===== src/rtl/square_seq.sv =====
// square_seq: iterative unsigned squarer, din*din by radix-2 shift-add, one bit per clock,
// with valid/ready handshakes on both sides and one operation in flight.
module square_seq #(
   parameter int N = 8
) (
   input  logic           clk,
   input  logic           rst_n,
   input  logic           in_valid,
   output logic           in_ready,
   input  logic [N-1:0]   din,
   output logic           out_valid,
   input  logic           out_ready,
   output logic [2*N-1:0] dout,
   output logic           busy
);
   localparam int CW = $clog2(N);
   localparam logic [CW-1:0] LAST = CW'(N - 1);
   typedef enum logic [1:0] {IDLE, BUSY, DONE} state_t;
   state_t           state, next_state;
   logic [N-1:0]     op_a;
   logic [2*N-1:0]   op_b, acc, acc_sum;
   logic [CW-1:0]    cnt;
   assign in_ready  = state == IDLE;
   assign busy      = state == BUSY;
   assign out_valid = state == DONE;
   assign acc_sum   = acc + (op_a[0] ? op_b : '0);
   always_ff @(posedge clk) begin
      if (!rst_n) state <= IDLE;
      else        state <= next_state;
   end
   always_comb begin
      next_state = state;
      next_state = (state == IDLE && in_valid)  ? BUSY :
                   (state == BUSY && cnt == LAST) ? DONE :
                   (state == DONE && out_ready) ? IDLE : state;
   end
   // dout is loaded with this step's sum on the final BUSY edge
   always_ff @(posedge clk) begin
      if (!rst_n) begin
         op_a <= '0;
         op_b <= '0;
         acc  <= '0;
         cnt  <= '0;
         dout <= '0;
      end else if (state == IDLE && in_valid) begin
         op_a <= din;
         op_b <= {{N{1'b0}}, din};
         acc  <= '0;
         cnt  <= '0;
      end else if (state == BUSY) begin
         acc  <= acc_sum;
         op_a <= op_a >> 1;
         op_b <= op_b << 1;
         cnt  <= cnt + 1'b1;
         if (cnt == LAST) dout <= acc_sum;
      end
   end
endmodule

===== config.mk =====
export PLATFORM = sky130hd
export DESIGN_NAME = square_seq
export DESIGN_NICKNAME = d
export VERILOG_FILES = /design/src/rtl/square_seq.sv
export SDC_FILE = /design/constraint.sdc
export NUM_CORES = 1
export LEC_CHECK = 0
export BUFFER_PORTS_ARGS = -buffer_cell sky130_fd_sc_hd__buf_4
export CORE_ASPECT_RATIO = 1.75
export CORE_MARGIN = 4
export CORE_UTILIZATION = 35
export CTS_BUF_LIST = sky130_fd_sc_hd__clkbuf_16
export CTS_CLUSTER_SIZE = 28
export DETAILED_ROUTE_END_ITERATION = 8
export GPL_ROUTABILITY_DRIVEN = 0
export MAX_ROUTING_LAYER = met4
export PLACE_DENSITY_LB_ADDON = 0.1
export RECOVER_POWER = 100
export SYNTH_ARGS = -nofsm -noshare
export SYNTH_HDL_FRONTEND = slang
export SYNTH_SLANG_ARGS = --single-unit

===== constraint.sdc =====
create_clock -name clk -period 3.3 [get_ports clk]
set_input_delay 0.33 -clock clk [delete_from_list [all_inputs] [get_ports clk]]
set_output_delay 0.33 -clock clk [all_outputs]
set_load 0.01 [all_outputs]

; ---- Word level (Yosys, flattened, before mapping)
; Index checks and enable logic that the tools add are counted.
[classes]
add_sub_neg = 2
n_eq_ne = 3
muxes = 8
bitwise_logic = 2
n_reduce_logical = 9
[op_table]
columns = cell, count
row1 = $mux W8, 4
row2 = $add A16 B16 Y16, 1
row3 = $mux W16, 1
row4 = $mux W2, 2
row5 = $reduce_bool A2 Y1, 2
row6 = $add A3 B1 Y3 const B, 1
row7 = $eq A3 B3 Y1 const B, 1
row8 = $logic_and A1 B1 Y1, 3
row9 = $reduce_and A3 Y1, 1
row10 = $reduce_bool A3 Y1, 1
row11 = $eq A2 B1 Y1 const B, 1
row12 = $eq A2 B2 Y1 const B, 1
row13 = $logic_not A2 Y1, 1
row14 = $not A1 Y1, 2
row15 = $reduce_or A2 Y1, 1
row16 = $mux W1, 1
[word_totals]
register_bits = 61
in_bits = 12
output_inout_bits = 19
word_cells = 32

; ---- Logic depth before layout (Yosys ltp)
[depth]
ltp_word = 5
mapped_depth = 10
depth_no_buf = 9

; ---- Worst setup path after synthesis
; OpenSTA, ideal clock, no wires.
[synth_path]
path_kind = reg-to-reg
start = register op_a[0]
end = register acc[14]
setup_time_ns = 0.122
arrival_ns = 2.491
t_required_ns = 3.178
setup_slack_ns = 0.687
stages_incl_launch_ff = 11
path_buffers = 1
synth_period_minus_slack_ns = 2.613
path_cell_list = dfxtp_1 -> clkbuf_1 -> and2_1 -> ha_1 -> fa_1 -> a21oi_1 -> o221ai_2 -> a41o_2 -> a31oi_1 -> nor3_1 -> a311o_1
[synth_between]
elab_chain_len = 2
[synth_lines]
columns = element, line_no
row1 = from (decl), 20  ; logic [N-1:0] op_a;
row2 = from (signal assigned), 46  ; op_a <= din;
row3 = from (signal assigned), 52  ; op_a <= op_a >> 1;
row4 = $mux W16, 26  ; assign acc_sum = acc + (op_a[0] ? op_b : '0);
row5 = $add A16 B16 Y16, 26
row6 = to (signal assigned), 51  ; acc <= acc_sum;
row7 = to (decl), 21  ; logic [2*N-1:0] op_b, acc, acc_sum;
; No other way between the ends.
; A chain may end at the register's enable or synchronous reset.

; ---- Worst setup path after layout
[layout_path]
start = register op_a[0]
end = register acc[15]
; The elaborated chain is that of the path after synthesis.

==> impl_metrics.prom <==
# TYPE chip_impl_metric gauge
chip_impl_info{name="critical_path_startpoint",value="op_a[0]$_SDFFE_PN0P_"} 1
chip_impl_info{name="hold_path_class",value="primary input to flop"} 1
chip_impl_metric{name="utilization",unit="%"} 41.2
chip_impl_metric{name="cts_inserted_buffers",unit=""} 9
chip_impl_metric{name="path_max_fanout",unit=""} 17
chip_impl_metric{name="horiz_die_dim",unit="um"} 80.2
chip_impl_metric{name="finalHoldViolations",unit=""} 0
chip_impl_metric{name="synth-warning-count",unit=""} 0
chip_impl_info{name="outcome",value="completed"} 1
chip_impl_info{name="clock_tree_from_tritoncts",value="yes"} 1
chip_impl_info{name="crit_path_end",value="acc[15]$_SDFFE_PP0P_"} 1
chip_impl_metric{name="wire_length_of_the_first_global_routing_pass",unit="um"} 13500
chip_impl_metric{name="syn_avg_cell_area",unit="um^2"} 8.52
chip_impl_info{name="worst_path_max_delay_cell",value="sky130_fd_sc_hd__dfxtp_1"} 1
chip_impl_metric{name="syn-num-nets",unit=""} 405
chip_impl_info{name="rsz0062_at_grt",value="no"} 1
chip_impl_info{name="timing.critical_path.cells",value="and2_0 > ha_1 > a21oi_1 > o211ai_1 > a21boi_0 > clkbuf_1 > o31ai_1 > xnor2_1 > a21oi_1"} 1
chip_impl_metric{name="total_routed_length",unit="um"} 8350
chip_impl_metric{name="holdBufCountCts",unit=""} 0
chip_impl_metric{name="design_power",unit="W"} 0.00178
chip_impl_metric{name="grt_usage",unit="%"} 17.1
chip_impl_metric{name="first_global_vias",unit=""} 2661
chip_impl_metric{name="final.period_utilization",unit="%"} 87.2
chip_impl_metric{name="syn2layout_area_growth",unit="%"} 13.4
chip_impl_metric{name="synth-edff-count",unit=""} 0
chip_impl_metric{name="fmaxAchievable",unit="MHz"} 347
chip_impl_metric{name="grt_max_degree",unit=""} 28
chip_impl_metric{name="setup_tns",unit="ps"} 0
chip_impl_metric{name="ant_nets",unit=""} 0
chip_impl_metric{name="fp-row-count",unit=""} 45
chip_impl_metric{name="synth-seq-cells",unit=""} 61
chip_impl_metric{name="io_buffers",unit=""} 30
chip_impl_metric{name="global_route.overflow_total",unit=""} 0
chip_impl_info{name="sort_of_element_at_the_start_of_the_critical_path",value="flop"} 1
chip_impl_metric{name="timing.critical_path.required",unit="ps"} 3490
chip_impl_metric{name="post-dp-hpwl",unit="um"} 6070
chip_impl_metric{name="final_critical_path_setup_slack",unit="ps"} 421
chip_impl_metric{name="drc",unit=""} 0
chip_impl_metric{name="design.portCount",unit=""} 31
chip_impl_info{name="regToRegStartpoint",value="op_a[0]$_SDFFE_PN0P_"} 1
chip_impl_metric{name="reg2reg_depth",unit=""} 9
chip_impl_metric{name="power.ir.vdd_worst",unit="V"} 0.000306
chip_impl_info{name="synth_top_flop_cell",value="sky130_fd_sc_hd__dfxtp_1"} 1
chip_impl_metric{name="design.die.area",unit="um^2"} 10800
chip_impl_metric{name="drt-pass1-iter-count",unit=""} 4
chip_impl_metric{name="power.density",unit="nW/um^2"} 491
chip_impl_metric{name="via_count",unit=""} 2735
chip_impl_metric{name="avgViaCountPerCell",unit=""} 5.25
chip_impl_info{name="synth.area.top_cells",value="sky130_fd_sc_hd__dfxtp_1, sky130_fd_sc_hd__nand2_1, sky130_fd_sc_hd__ha_1"} 1
chip_impl_metric{name="floorplan.die.height",unit="um"} 134
chip_impl_metric{name="worst_setup_hold_path_clk_slew",unit="ps"} 50
chip_impl_metric{name="core_area",unit="um^2"} 8780
chip_impl_metric{name="drive_above_1_share",unit="%"} 6.93
chip_impl_metric{name="cts_buffer_depth",unit=""} 2
chip_impl_metric{name="critPathArrivalTime",unit="ps"} 3070
chip_impl_metric{name="summed_instance_area_of_the_synthesized_netlist",unit="um^2"} 3200
chip_impl_metric{name="post-cts-setup-buffer-count",unit=""} 0
chip_impl_metric{name="tritoncts_num_sinks",unit=""} 61
chip_impl_metric{name="antennaDiodeCount",unit=""} 0
chip_impl_metric{name="postSynth.asyncResetShare",unit="%"} 0
chip_impl_metric{name="start_util",unit="%"} 36.4
chip_impl_metric{name="synth_unique_cells",unit=""} 51
chip_impl_metric{name="total_leakage_power",unit="nW"} 1.40
chip_impl_info{name="cts_root_buf",value="sky130_fd_sc_hd__clkbuf_16"} 1
chip_impl_info{name="synth_top_cell_by_area",value="sky130_fd_sc_hd__dfxtp_1"} 1
chip_impl_metric{name="synth.yosys.seq_area_share",unit="%"} 38.2
chip_impl_metric{name="post_cts.resized_instances",unit=""} 0
chip_impl_metric{name="cp_slowest_stage_delay",unit="ps"} 600
chip_impl_info{name="critPathKind",value="flop to flop"} 1
chip_impl_metric{name="layout.filler_cells",unit=""} 980
chip_impl_metric{name="maxCapViolCount",unit=""} 0
chip_impl_metric{name="worst_clock_skew",unit="ps"} 5.54
chip_impl_metric{name="tmin_final",unit="ps"} 2880
chip_impl_metric{name="timing_max_transition_violations_final",unit=""} 0
chip_impl_metric{name="dr.first_iter.drc_count",unit=""} 103
chip_impl_metric{name="synthCells",unit=""} 375
chip_impl_metric{name="area_share_of_the_largest_cell_type_after_synthesis",unit="%"} 38.2
chip_impl_metric{name="finalSetupViolations",unit=""} 0
chip_impl_metric{name="finish.cell_count_without_fillers",unit=""} 521
chip_impl_info{name="critical_path.reg2reg.endpoint",value="acc[15]$_SDFFE_PP0P_"} 1
chip_impl_metric{name="worst_pin_slew",unit="ps"} 880
chip_impl_metric{name="cts_htree_levels",unit=""} 3
chip_impl_metric{name="dpl_worst_slack",unit="ps"} 438
chip_impl_metric{name="min_path_cells",unit=""} 3
chip_impl_metric{name="dpl.cell_count",unit=""} 506
chip_impl_info{name="timing.critical_path.to_type",value="flop"} 1
chip_impl_metric{name="max-slew-margin-rel",unit="%"} 41.3
chip_impl_metric{name="insertion_delay",unit="ps"} 330
chip_impl_metric{name="total_number_of_nets_in_the_final_design",unit=""} 430
chip_impl_metric{name="antenna_found_initial",unit=""} 0
chip_impl_metric{name="wire_per_inst",unit="um"} 16.0
chip_impl_info{name="path_common_cell",value="sky130_fd_sc_hd__a21oi_1"} 1
chip_impl_metric{name="worst-r2r-setup-slack",unit="ps"} 420
## routing by layer
layer / GRT usage [%] / vias to the layer above / part of all wire [%]
met5: - / - / 0
met4: 8.93 / 0 / 3.5
met3: 3.23 / 17 / 2.5
met2: 29.7 / 49 / 54
met1: 18.0 / 1281 / 40
li1: - / 1388 / -
## stage by stage
stage / area (um^2) / hold WS, ps
after detailed placement: 3460 / 454
after floorplan: 3200 / 436
after global routing: 3620 / 289
after CTS: 3740 / 265
final: 3620 / 271
after global placement: 3460 / 447
## kinds of logic (layout without fill, tap and decap cells)
kind of cell	after synthesis	count (layout)	share of synthesized area [%]
AND/OR/NAND/NOR	146	146	21.8
AO/OA/AOI/OAI	107	107	22.6
flip-flops	61	61	38.2
buffers and inverters	28	57	5.87
adder cells (fa/ha/maj)	18	18	7.28
XOR/XNOR	13	13	3.56
multiplexers	2	2	0.626
## how the worst min path moves through the flow
stage	start	to	slack (ps)
after floorplan	acc[10]$_SDFFE_PP0P_	acc[10]$_SDFFE_PP0P_	440
after global placement	cnt[1]$_SDFFE_PP0P_	cnt[1]$_SDFFE_PP0P_	450
after detailed placement	cnt[2]$_SDFFE_PP0P_	cnt[2]$_SDFFE_PP0P_	450
after CTS	out_ready	state[1]$_SDFFE_PP0P_	260
after global routing	out_ready	state[1]$_SDFFE_PP0P_	290
final	out_ready	state[1]$_SDFFE_PP0P_	270
## cells in the final DEF, fill, tap and decap left out, types with 7 or more instances in the layout
cell type and count:
sky130_fd_sc_hd__xnor2_1 8, sky130_fd_sc_hd__clkbuf_1 24, sky130_fd_sc_hd__clkbuf_16 9, sky130_fd_sc_hd__inv_1 7, sky130_fd_sc_hd__and2_1 15, sky130_fd_sc_hd__nand3_1 20, sky130_fd_sc_hd__buf_4 15, sky130_fd_sc_hd__a22oi_1 16
sky130_fd_sc_hd__a21boi_0 21, sky130_fd_sc_hd__dfxtp_1 61, sky130_fd_sc_hd__nand2_1 74, sky130_fd_sc_hd__o21ai_0 15, sky130_fd_sc_hd__ha_1 17, sky130_fd_sc_hd__a21oi_1 31
## flip-flops by register name, summed over array words and instances, names as in the netlist
name,count
op_b,16
acc,16
dout,16
cnt,3
state,2
op_a,8
## power breakdown
part	switching [W]	internal, W	total (W)
clock	0.000319	0.000567	0.000886
combinational	0.0000794	0.0000418	0.000121
sequential	0.0000159	0.000756	0.000772
total	0.000415	0.00136	0.00178
## cells in the mapped netlist, types with 2 or more instances
cell	number
sky130_fd_sc_hd__a21boi_0	20
sky130_fd_sc_hd__a21o_1	3
sky130_fd_sc_hd__a21oi_1	30
sky130_fd_sc_hd__a22oi_1	16
sky130_fd_sc_hd__a31oi_1	3
sky130_fd_sc_hd__and2_1	17
sky130_fd_sc_hd__and3_1	2
sky130_fd_sc_hd__buf_2	5
sky130_fd_sc_hd__clkbuf_1	13
sky130_fd_sc_hd__clkbuf_8	4
sky130_fd_sc_hd__dfxtp_1	61
sky130_fd_sc_hd__ha_1	17
sky130_fd_sc_hd__inv_1	2
sky130_fd_sc_hd__mux2i_1	2
sky130_fd_sc_hd__nand2_1	74
sky130_fd_sc_hd__nand2b_1	3
sky130_fd_sc_hd__nand3_1	20
sky130_fd_sc_hd__nand4_1	6
sky130_fd_sc_hd__nor2_1	6
sky130_fd_sc_hd__nor2b_1	6
sky130_fd_sc_hd__nor3_1	3
sky130_fd_sc_hd__o2111ai_1	2
sky130_fd_sc_hd__o211a_1	2
sky130_fd_sc_hd__o21a_1	2
sky130_fd_sc_hd__o21ai_0	15
sky130_fd_sc_hd__or3_1	2
sky130_fd_sc_hd__or4_1	3
sky130_fd_sc_hd__or4b_1	2
sky130_fd_sc_hd__xnor2_1	8
sky130_fd_sc_hd__xor2_1	5
## layout make-up
| type | instances | area (um^2) | area share [%] |
|---|---|---|---|
| tap | 117 | 146 | 4.04 |
| multi-input combinational | 286 | 1770 | 48.7 |
| inverter | 3 | 11.3 | 0.311 |
| clock buffer | 9 | 225 | 6.22 |
| sequential | 61 | 1220 | 33.7 |
| clock inverter | 6 | 50.0 | 1.38 |
| timing repair buffer | 39 | 203 | 5.60 |
## critical path: cells and delay by family (launching register included)
family	cells	cell delay (ps)
compound gates	5	960
xor+xnor	1	270
fa+ha+maj	1	310
buf+inv	1	350
flops	1	600
simple gates	1	230
(Power assumes the default switching activity.)
